`config.mk`:
```
export PLATFORM = sky130hd
export DESIGN_NAME = frac_cen_gen
export DESIGN_NICKNAME = d
export VERILOG_FILES = /design/src/rtl/cen_pkg.sv /design/src/rtl/frac_cen_ch.sv /design/src/rtl/frac_cen_gen.sv
export SDC_FILE = /design/constraint.sdc
export NUM_CORES = 1
export LEC_CHECK = 0
export CORE_MARGIN = 2
export CORE_UTILIZATION = 33
export DETAILED_ROUTE_END_ITERATION = 10
export SLEW_MARGIN = 30
export SYNTH_ARGS = -nofsm -noshare
export SYNTH_HDL_FRONTEND = slang
export SYNTH_SLANG_ARGS = --single-unit
```
`constraint.sdc`:
```
create_clock -name clk_sys -period 18.5 [get_ports clk_sys]
set_input_delay 5.55 -clock clk_sys [delete_from_list [all_inputs] [get_ports clk_sys]]
set_output_delay 5.55 -clock clk_sys [all_outputs]
set_load 0.05 [all_outputs]
```
`src/rtl/cen_pkg.sv`:
```
// Shared widths, config record and common ratio constants for the
// fractional clock-enable generator.
package cen_pkg;

  localparam int CEN_W = 16;

  typedef struct packed {
    logic [CEN_W-1:0] num;
    logic [CEN_W-1:0] den;
  } cen_cfg_t;

  localparam cen_cfg_t CEN_48M_TO_12M = '{num: CEN_W'(1), den: CEN_W'(4)};
  localparam cen_cfg_t CEN_48M_TO_4M  = '{num: CEN_W'(1), den: CEN_W'(12)};

endpackage

```
`src/rtl/frac_cen_ch.sv`:
```
// One fractional enable channel: phase accumulator, shadow config with
// pending flag, and pulse-synchronous config apply.
module frac_cen_ch
  import cen_pkg::*;
#(
  parameter int W         = CEN_W,
  parameter int RESET_DEN = 4
) (
  input  logic         clk_sys,
  input  logic         reset,
  input  logic         run,
  input  logic         resync,
  input  logic         cfg_wr,
  input  logic [W-1:0] cfg_num,
  input  logic [W-1:0] cfg_den,
  output logic         cfg_pending,
  output logic         cen
);

  logic [W-1:0] num_q, num_d, den_q, den_d, acc_q, acc_d;
  logic [W-1:0] shd_num_q, shd_num_d, shd_den_q, shd_den_d;
  logic         pend_q, pend_d, cen_q, cen_d;

  logic [W-1:0] n_eff, rem;
  logic [W:0]   sum;
  logic         off, hit, apply;

  always_comb begin
    n_eff = (num_q < den_q) ? num_q : den_q;
    off   = (num_q == '0) || (den_q == '0);
    sum   = {1'b0, acc_q} + {1'b0, n_eff};
    hit   = !off && (sum >= {1'b0, den_q});
    // acc < den always holds, so the remainder fits back into W bits
    rem   = hit ? W'(sum - {1'b0, den_q}) : W'(sum);
  end

  always_comb begin
    num_d     = num_q;
    den_d     = den_q;
    acc_d     = acc_q;
    cen_d     = 1'b0;
    apply     = 1'b0;
    shd_num_d = cfg_wr ? cfg_num : shd_num_q;
    shd_den_d = cfg_wr ? cfg_den : shd_den_q;
    if (resync) begin
      acc_d = '0;
      apply = pend_q || cfg_wr;
      if (apply) begin
        num_d = shd_num_d;
        den_d = shd_den_d;
      end
    end else if (off) begin
      acc_d = '0;
      apply = pend_q;
      if (apply) begin
        num_d = shd_num_q;
        den_d = shd_den_q;
      end
    end else if (run) begin
      cen_d = hit;
      acc_d = rem;
      apply = hit && pend_q;
      if (apply) begin
        num_d = shd_num_q;
        den_d = shd_den_q;
        if (rem >= shd_den_q) acc_d = '0;
      end
    end
    pend_d = resync ? 1'b0 : (cfg_wr || (pend_q && !apply));
  end

  always_ff @(posedge clk_sys or posedge reset) begin
    if (reset) begin
      num_q     <= W'(1);
      den_q     <= W'(RESET_DEN);
      acc_q     <= '0;
      shd_num_q <= W'(1);
      shd_den_q <= W'(RESET_DEN);
      pend_q    <= 1'b0;
      cen_q     <= 1'b0;
    end else begin
      num_q     <= num_d;
      den_q     <= den_d;
      acc_q     <= acc_d;
      shd_num_q <= shd_num_d;
      shd_den_q <= shd_den_d;
      pend_q    <= pend_d;
      cen_q     <= cen_d;
    end
  end

  assign cfg_pending = pend_q;
  assign cen         = cen_q;

endmodule

```
`src/rtl/frac_cen_gen.sv`:
```
// Multi-channel fractional clock-enable generator: decodes config writes
// to per-channel shadows and fans out run/resync to every channel.
module frac_cen_gen
  import cen_pkg::*;
#(
  parameter int  CHANNELS  = 4,
  parameter int  W         = CEN_W,
  parameter int  RESET_DEN = 4,
  localparam int CH_W      = (CHANNELS > 1) ? $clog2(CHANNELS) : 1
) (
  input  logic                clk_sys,
  input  logic                reset,
  input  logic                run,
  input  logic                resync,
  input  logic                cfg_wr,
  input  logic [CH_W-1:0]     cfg_ch,
  input  logic [W-1:0]        cfg_num,
  input  logic [W-1:0]        cfg_den,
  output logic [CHANNELS-1:0] cfg_pending,
  output logic [CHANNELS-1:0] cen
);

  logic [CHANNELS-1:0] wr_sel;

  for (genvar i = 0; i < CHANNELS; i++) begin : g_ch
    // out-of-range channel indices never match any decode
    assign wr_sel[i] = cfg_wr && (cfg_ch == CH_W'(i));

    frac_cen_ch #(
      .W         (W),
      .RESET_DEN (RESET_DEN)
    ) u_ch (
      .clk_sys     (clk_sys),
      .reset       (reset),
      .run         (run),
      .resync      (resync),
      .cfg_wr      (wr_sel[i]),
      .cfg_num     (cfg_num),
      .cfg_den     (cfg_den),
      .cfg_pending (cfg_pending[i]),
      .cen         (cen[i])
    );
  end

endmodule
```
# Word level (Yosys, flattened, before mapping)
# Cells that the tools add are included.
[classes] addsub=8 n_lt_le_gt_ge=12 n_eq_ne=11 n_mux=112 reduce_logical=57
[ops] cell="two-way mux 16 bit" n=84
[ops] cell="logical NOT 16 bit" n=8
[ops] cell="adder 16 x 16 -> 17 bit" n=4
[ops] cell=">= comparator 17 x 16 -> 1 bit" n=4
[ops] cell=">= comparator 16 bit" n=4
[ops] cell="less-than comparator 16 bit" n=4
[ops] cell="subtractor 16 bit" n=4
[ops] cell="two-way mux 1 bit" n=28
[ops] cell="nonzero test 3 bit" n=8
[ops] cell="logical AND 1 bit" n=16
[ops] cell="AND reduction 4 bit" n=4
[ops] cell="logical OR 1 bit" n=12
[ops] cell="inequality test 3 x 2 -> 1 bit (second input constant)" n=4
[ops] cell="logical NOT 1 bit" n=8
[ops] cell="inequality test 2 x 1 -> 1 bit (second input constant)" n=4
[ops] cell="equality test 2 bit (second input constant)" n=2
[ops] cell="equality test 2 x 1 -> 1 bit (second input constant)" n=1
[ops] cell="logical NOT 2 bit" n=1
[totals] reg_bits=328 inputBits=39 out_inout_bits=8 word_cells=228

# Depth between registers and ports, before layout
# Gate-level depths: netlist of the first run.
[depth] ltp_word=13 ltp_mapped=39 mapped_depth_nobuf=36

# Modules after synthesis
# A second synthesis of the first run with hierarchy kept.
[unflattened] cells_unflattened=2550 hier_area_um2=24542.3
[by_module_without_submodules] module="frac_cen_ch at g_ch[1].u_ch ..." n_inst=2 cells_each=626 area_per_inst_um2=6013.3 seq_area_each_um2=2057.0
[by_module_without_submodules] module="frac_cen_ch at g_ch[0].u_ch" n_inst=1 cells_each=684 area_per_inst_um2=6276.0 seq_area_each_um2=2057.0
[by_module_without_submodules] module="frac_cen_ch at g_ch[3].u_ch" n_inst=1 cells_each=610 area_per_inst_um2=6202.2 seq_area_each_um2=2057.0
[by_module_without_submodules] module="frac_cen_gen" n_inst=1 cells_each=4 area_per_inst_um2=37.5 seq_area_each_um2=0.0

# Least setup slack after synthesis of the first run
# Ideal clock, no wire load.
[synth_path] path_kind="flip-flop to flip-flop" start="register g_ch[3].u_ch.den_q[1]" end="register g_ch[3].u_ch.acc_q[9]" setup_ns=0.068 t_arrival_ns=7.970 t_required_ns=18.432 path_slack_ns=10.462 path_stages_with_launch=34 n_path_buf=3 synth_period_minus_slack_ns=8.038 path_cell_list="dfrtp_1 > inv_1 > ha_1 > a21o_1 > a21o_1 > a211oi_1 > o21ai_0 > a21oi_1 > o31ai_2 > clkbuf_1 > mux2_2 > ha_1 > a211oi_1 > o21ai_0 > a211oi_1 > o21ai_0 > xor2_1 > ha_1 > or4_1 > a21oi_1 > nor3_1 > o21ai_1 > buf_2 > mux2_2 > ha_1 > nand2b_1 > a21o_1 > a21o_1 > a211oi_1 > o21ai_0 > a311oi_1 > o211a_1 > clkbuf_1 > a22o_1"
[synth_via] elab_chain_cells=12 word_cells_on_any_way=18 classes_between="2 x add/sub; 3 x order compare; 7 x mux; 6 x reduce/logical"
[synth_lines] item="start: declaration" line="frac_cen_ch.sv:20" source="logic [W-1:0] num_q, num_d, den_q, den_d, acc_q, acc_d;"
[synth_lines] item="start signal: assignment" line="frac_cen_ch.sv:75" source="den_q <= W'(RESET_DEN);"
[synth_lines] item="start signal: assignment" line="frac_cen_ch.sv:83" source="den_q <= den_d;"
[synth_lines] item="less-than comparator 16 bit" line="frac_cen_ch.sv:29" source="n_eff = (num_q < den_q) ? num_q : den_q;"
[synth_lines] item="two-way mux 16 bit" line="frac_cen_ch.sv:29"
[synth_lines] item="adder 16 x 16 -> 17 bit" line="frac_cen_ch.sv:31" source="sum = {1'b0, acc_q} + {1'b0, n_eff};"
[synth_lines] item=">= comparator 17 x 16 -> 1 bit" line="frac_cen_ch.sv:32" source="hit = !off && (sum >= {1'b0, den_q});"
[synth_lines] item="logical AND 1 bit" line="frac_cen_ch.sv:32"
[synth_lines] item="two-way mux 16 bit" line="frac_cen_ch.sv:34" source="rem = hit ? W'(sum - {1'b0, den_q}) : W'(sum);"
[synth_lines] item=">= comparator 16 bit" line="frac_cen_ch.sv:66" source="if (rem >= shd_den_q) acc_d = '0;"
[synth_lines] item="two-way mux 16 bit" line="frac_cen_ch.sv:66"
[synth_lines] item="two-way mux 16 bit" line="frac_cen_ch.sv:63" source="if (apply) begin"
[synth_lines] item="two-way mux 16 bit" line="frac_cen_ch.sv:59" source="end else if (run) begin"
[synth_lines] item="two-way mux 16 bit" line="frac_cen_ch.sv:52" source="end else if (off) begin"
[synth_lines] item="two-way mux 16 bit" line="frac_cen_ch.sv:45" source="if (resync) begin"
[synth_lines] item="end signal: assignment" line="frac_cen_ch.sv:76" source="acc_q <= '0;"
[synth_lines] item="end signal: assignment" line="frac_cen_ch.sv:84" source="acc_q <= acc_d;"
[synth_lines] item="end: declaration" line="frac_cen_ch.sv:20"
# Several ways; a longest one is shown, not always the timed one. The select of a mux whose other input is x is not followed.
# A chain may end at the register's enable or synchronous reset.

# Worst setup path after layout of the first run
[layout_path] start="register g_ch[2].u_ch.den_q[1]" end="register g_ch[2].u_ch.acc_q[0]"
[layout_via] elab_chain_cells=12 word_cells_on_any_way=18 classes_between="2 x add/sub; 3 x order compare; 7 x mux; 6 x reduce/logical"
[layout_lines] item="start: declaration" line="frac_cen_ch.sv:20"
[layout_lines] item="start signal: assignment" line="frac_cen_ch.sv:75"
[layout_lines] item="start signal: assignment" line="frac_cen_ch.sv:83"
[layout_lines] item="less-than comparator 16 bit" line="frac_cen_ch.sv:29"
[layout_lines] item="two-way mux 16 bit" line="frac_cen_ch.sv:29"
[layout_lines] item="adder 16 x 16 -> 17 bit" line="frac_cen_ch.sv:31"
[layout_lines] item=">= comparator 17 x 16 -> 1 bit" line="frac_cen_ch.sv:32"
[layout_lines] item="logical AND 1 bit" line="frac_cen_ch.sv:32"
[layout_lines] item="two-way mux 16 bit" line="frac_cen_ch.sv:34"
[layout_lines] item=">= comparator 16 bit" line="frac_cen_ch.sv:66"
[layout_lines] item="two-way mux 16 bit" line="frac_cen_ch.sv:66"
[layout_lines] item="two-way mux 16 bit" line="frac_cen_ch.sv:63"
[layout_lines] item="two-way mux 16 bit" line="frac_cen_ch.sv:59"
[layout_lines] item="two-way mux 16 bit" line="frac_cen_ch.sv:52"
[layout_lines] item="two-way mux 16 bit" line="frac_cen_ch.sv:45"
[layout_lines] item="end signal: assignment" line="frac_cen_ch.sv:76"
[layout_lines] item="end signal: assignment" line="frac_cen_ch.sv:84"
[layout_lines] item="end: declaration" line="frac_cen_ch.sv:20"
# Several ways; a longest one is shown, not always the timed one. The select of a mux whose other input is x is not followed.

==> results of run 1 <==
-- cell type report --
cell class / instances / area share [%]
Multi-Input combinational cell: 2412 / 59.0
Sequential cell: 328 / 27.5
Tap cell: 1070 / 4.48
Clock buffer: 50 / 3.54
Timing Repair Buffer: 79 / 2.50
Inverter: 190 / 2.43
Clock inverter: 18 / 0.515
-- final timing paths --
kind                                                      from                                  end  cells past startpoint
max reg2reg                  g_ch[2].u_ch.den_q[1]$_DFFE_PP0P_    g_ch[2].u_ch.acc_q[0]$_DFFE_PP0N_                     33
max                          g_ch[2].u_ch.den_q[1]$_DFFE_PP0P_    g_ch[2].u_ch.acc_q[0]$_DFFE_PP0N_                     33
max in group asynchronous                                reset    g_ch[3].u_ch.den_q[2]$_DFFE_PP1P_                      5
min reg2reg                g_ch[1].u_ch.shd_num_q[0]$_DFF_PP1_  g_ch[1].u_ch.shd_num_q[0]$_DFF_PP1_                      2
min                        g_ch[1].u_ch.shd_num_q[0]$_DFF_PP1_  g_ch[1].u_ch.shd_num_q[0]$_DFF_PP1_                      2
min in group asynchronous                                reset    g_ch[1].u_ch.acc_q[5]$_DFFE_PP0N_                      2
-- worst register-to-register path: cells and delay by family (launching register included) --
| kind | cells | cell delay, ns |
|---|---|---|
| compound gates | 20 | 5.66 |
| fa+ha+maj | 4 | 1.27 |
| simple gates | 6 | 1.04 |
| flops | 1 | 0.45 |
| mux | 1 | 0.42 |
| xor+xnor | 1 | 0.22 |
| buf+inv | 1 | 0.14 |
-- per-stage QoR --
| step | utilization, % | hold WS [ns] | area, um^2 | setup slack (ns) |
|---|---|---|---|---|
| floorplan | - | 0.439 | 27200 | 3.89 |
| global placement | 34.9 | 0.449 | 28600 | 9.19 |
| detailed placement | 35.0 | 0.451 | 28600 | 9.12 |
| CTS | 36.5 | 0.462 | 29900 | 9.06 |
| global route | 36.5 | 0.489 | 29900 | 8.66 |
| finish | 36.5 | 0.462 | 29900 | 9.24 |
-- flip-flops by register name (all words and copies together), names as in the netlist --
register and cells:
g_ch.u_ch.shd_num_q 64, g_ch.u_ch.acc_q 64, g_ch.u_ch.den_q 64, g_ch.u_ch.num_q 64
g_ch.u_ch.cen 4, g_ch.u_ch.shd_den_q 64, g_ch.u_ch.cfg_pending 4
-- cells by family (layout without fill, tap and decap cells) --
group	after synthesis	after routing	share of synthesized area, %
DFF	328	328	30.2
and+or+nand+nor	993	993	18.0
adders and majority gates	260	260	12.2
buffers and inverters	389	337	5.54
muxes	284	284	11.2
xor gates and xnor gates	86	86	2.77
AOI/OAI and AO/OA	789	789	20.1
-- placed cells by master (no fill, tap or decap), types with 34 or more instances in the layout --
cell and n:
nor4_1 38, nand4_1 133, nor3_1 47, a31oi_1 109, a21o_1 66, nor2_1 213, o21a_1 35, o21ai_0 134
mux2i_1 121, xnor2_1 67, inv_1 185, a21oi_1 126, a22o_1 42, ha_1 252, nand3_1 158, nand2_1 242
dfrtp_1 312, nor3b_1 34, clkdlybuf4s50_1 46, a211o_1 99, clkbuf_16 39, mux2_2 163
-- routing by layer --
layer / up-vias / share of wire, % / track usage [%]
li1: 11427 / - / -
met1: 11490 / 48 / 26.9
met2: 559 / 44 / 28.4
met3: 108 / 5.0 / 2.26
met4: 6 / 2.4 / 4.68
met5: - / 0.047 / 0
==> results_dict.tcl, run 1 <==
set metrics [dict create \
    run_status "finished clean" \
    cts_buffers 38 \
    yosysWarningCount 0 \
    numPortBuffers 46 \
    cp_max_fo 17 \
    multiInputGateArea_mm2 0.0176 \
    ys_seq_elements 328 \
    ys.flop_type "dfrtp_1" \
    io_pins 47 \
    async_flop_share_pct 100 \
    critical_path_buf_inv_count 1 \
    rows 105 \
    clock_latency_ns 0.54 \
    htreeDepth 2 \
    ctsResizeCount 0 \
    vias 23590 \
    slew-limit-headroom_pct 35.8 \
    cp_slowest_stage_delay_ns 0.67 \
    viasPerCell 5.69 \
    crit_required_ns 18.97 \
    synth_edf_count 0 \
    stdcell_count 4147 \
    ctsLongestPathBuffers 3 \
    grtUsageTotal_pct 18.4 \
    clkTransAtPathRegs_ns 0.06 \
    path_class "reg2reg" \
    core_mm2 0.0818 \
    synth_commonest_cells "dfrtp_1 (312), ha_1 (252), nand2_1 (244), nor2_1 (215), inv_1 (188)" \
    syn_avg_cell_area_um2 8.70 \
    max_freq_mhz 108 \
    grt_first_pass_wirelength_um 127000 \
    firstDrtPassIters 5 \
    fillerInstances 8251 \
    setup_viol_count_final 0 \
    clock_sinks 328 \
    fin_setup_tns_ns 0 \
    crit_family "compound AO/OA/AOI/OAI gates" \
    grt_pass1_vias 21860 \
    cts-root-buf "clkbuf_16" \
    drv_cap 0 \
    grt_start_max_net_pins 117 \
    rsz0062_at_grt "no" \
    synth.most_common_cell "dfrtp_1" \
    rrSetupSlack_ns 9.24 \
    min_period_over_period_pct 50.0 \
    clock_skew_ns 0.0105 \
    drive_gt1_share_pct 10.4 \
    start_util_pct 33.2 \
    period_minus_slack_ns 9.26 \
    antenna_found_initial 3 \
    area_delta_synth_final_pct 9.90 \
    cts_hold_buf 0 \
    nets 3348 \
    regArea_mm2 0.00823 \
    die_h_um 291 \
    dp.cells 4078 \
    postCtsSetupRepairBufs 0 \
    n_antenna_cell 0 \
    slew_viol_final 0 \
    ys_seq_area_share_pct 30.2 \
    synth_top_area_share_pct 28.7 \
    dpl.hpwl_um 56800 \
    hold_viol 0 \
    worst_slew_pin_slew_ns 0.961 \
    synth_area_leaders "dfrtp_1 (29%), ha_1 (12%), mux2_2 (6.7%), mux2i_1 (4.5%), nand2_1 (3.4%)" \
    globalplace.congestion 0.870 \
    die_area_mm2 0.0848 \
    yosysUniqueCellTypes 75 \
    ant_nets 0 \
    drtIter0Drc 1976 \
    hold_path_class "reg2reg" \
    syn-num-nets 3428 \
    cp.arrival_ns 9.73 \
    netlist_instances 3129 \
    syn_area_mm2 0.0272 \
    crit_slowest_cell "a2111oi_0" \
    cts_tree "yes" \
    start_kind "flip-flop" \
    drc 0 \
    die_x_um 291 \
    wl_um 80200 \
    cp-end-kind "flip-flop" \
    avgRoutedWirePerCell_um 19.3 \
    grt.overflow.total 0 \
    yosysTopAreaCell "dfrtp_1" \
]
Power of run 1 is not shown: default switching activity piles up to over one toggle a cycle in this logic, so the estimate is an artifact.
==> run 2: changes to the inputs <==
Clock period 18.5 ns to 8.1 ns, I/O delays scaled along.
==> results_dict.tcl, run 2 (synthesized netlist as in run 1, its figures left out) <==
set metrics [dict create \
    holdWs_ns 0.460 \
    firstDrtPassIters 6 \
    antenna_found_initial 4 \
    pre_cts_slack_ns -0.143 \
    vias 23990 \
    io_pins 47 \
    numPortBuffers 46 \
    grtUsageTotal_pct 18.9 \
    path_class "reg2reg" \
    cts_hold_buf 0 \
    cp_max_fo 8 \
    drc 0 \
    final_area_mm2 0.0310 \
    drive_gt1_share_pct 14.6 \
    run_status "finished clean" \
    die_x_um 291 \
    start_util_pct 33.2 \
    die_area_mm2 0.0848 \
    area_delta_synth_final_pct 14.1 \
    grt_start_max_net_pins 179 \
    htreeDepth 2 \
    placed_area_mm2 0.0292 \
    crit_slowest_cell "dfstp_2" \
    period_minus_slack_ns 7.84 \
    hold_path_class "reg2reg" \
    viasPerCell 5.65 \
    worst_slew_pin_slew_ns 0.958 \
    clock_sinks 328 \
    clock_skew_ns 0.0173 \
    cp-end-kind "flip-flop" \
    crit_required_ns 8.53 \
    final_cell_mix "dfrtp_1 (311), nand2_1 (241), ha_1 (241), nor2_1 (213), inv_1 (184)" \
    min_period_over_period_pct 96.8 \
    ctsLongestPathBuffers 3 \
    hold_viol 0 \
    core_mm2 0.0818 \
    dpl.hpwl_um 58700 \
    cts-root-buf "clkbuf_16" \
    drtIter0Drc 2167 \
    n_antenna_cell 0 \
    mostFrequentLayoutCell "dfrtp_1" \
    clock_latency_ns 0.55 \
    ant_nets 0 \
    cp_slowest_stage_delay_ns 0.55 \
    cp.arrival_ns 8.27 \
    rsz0062_at_grt "yes" \
    slew_viol_final 0 \
    clkTransAtPathRegs_ns 0.07 \
    nets 3443 \
    avgRoutedWirePerCell_um 19.5 \
    cts_tree "yes" \
    cts_buffers 38 \
    rows 105 \
    start_kind "flip-flop" \
    grt.overflow.total 0 \
    slew-limit-headroom_pct 36.2 \
    grt_first_pass_wirelength_um 129000 \
    utilization_pct 37.9 \
    drv_cap 0 \
    max_freq_mhz 127 \
    globalplace.congestion 0.882 \
    grt_pass1_vias 22417 \
    setup_viol_count_final 0 \
    layout_setup_ws_ns 0.256 \
    wl_um 82900 \
    die_h_um 291 \
]
-- run 2: cell count changes in the layout (fill, tap and decap cells not counted), sizes merged --
cell	delta
buf	+95
clkinv	-8
clkbuf	+14
clkdlybuf4s50	-1
inv	-1
a21oi	+1
clkinvlp	-3
-- run 2: final cells by class --
cell class	instances	area, um^2
Clock inverter	6	83.8
Fill cell	8254	50800
Tap cell	1070	1340
Clock buffer	64	1210
Timing Repair Buffer	173	1490
Inverter	190	719
Multi-Input combinational cell	2413	18000
Sequential cell	328	8230
-- run 2: path summary, 6_finish.rpt --
path                                                          start                              endpoint  slack, ns  cells after the start
worst max-delay path              g_ch[2].u_ch.den_q[2]$_DFFE_PP1P_     g_ch[2].u_ch.acc_q[0]$_DFFE_PP0N_       0.26                     36
worst min-delay path            g_ch[1].u_ch.shd_num_q[0]$_DFF_PP1_   g_ch[1].u_ch.shd_num_q[0]$_DFF_PP1_       0.46                      2
worst max register to register    g_ch[2].u_ch.den_q[2]$_DFFE_PP1P_     g_ch[2].u_ch.acc_q[0]$_DFFE_PP0N_       0.26                     36
worst min register to register  g_ch[1].u_ch.shd_num_q[0]$_DFF_PP1_   g_ch[1].u_ch.shd_num_q[0]$_DFF_PP1_       0.46                      2
max in group asynchronous                                     reset  g_ch[1].u_ch.shd_den_q[10]$_DFF_PP0_       4.56                      4
min in group asynchronous                                     reset     g_ch[2].u_ch.den_q[3]$_DFFE_PP0P_       2.22                      2
-- run 2: worst max-delay path, delay by kind of cell (launching register included) --
kind	cells	cell delay (ns)
AOI/OAI and AO/OA	20	3.88
xor gates and xnor gates	1	0.17
adders and majority gates	5	1.35
buffers and inverters	5	0.66
DFF	1	0.55
muxes	2	0.62
and+or+nand+nor	3	0.49
-- run 2: per-stage QoR --
step	instances	setup TNS, ns
6_report	4244	0
4_1_cts	4223	0
5_1_grt	4244	-0.219
3_5_place_dp	4153	-1.90
2_1_floorplan	3129	0
3_3_place_gp	4153	-1.34
-- run 2: repair_timing --
action                                  CTS  global route
endpoints found under the setup margin   39            64
pin swaps                                 0            36
cloned                                    0             2
setup buffers                             0            18
resized for setup                         4            75
-- run 2: per-layer routing --
metal | vias to the layer above | global-route usage (%) | routed length [um]
met4 | 4 | 4.88 | 1880
li1 | 11604 | - | -
met2 | 647 | 29.7 | 37400
met3 | 109 | 3.20 | 5360
met1 | 11626 | 26.7 | 38300
met5 | - | 0 | 26
Power of run 2 is left out for the same reason.
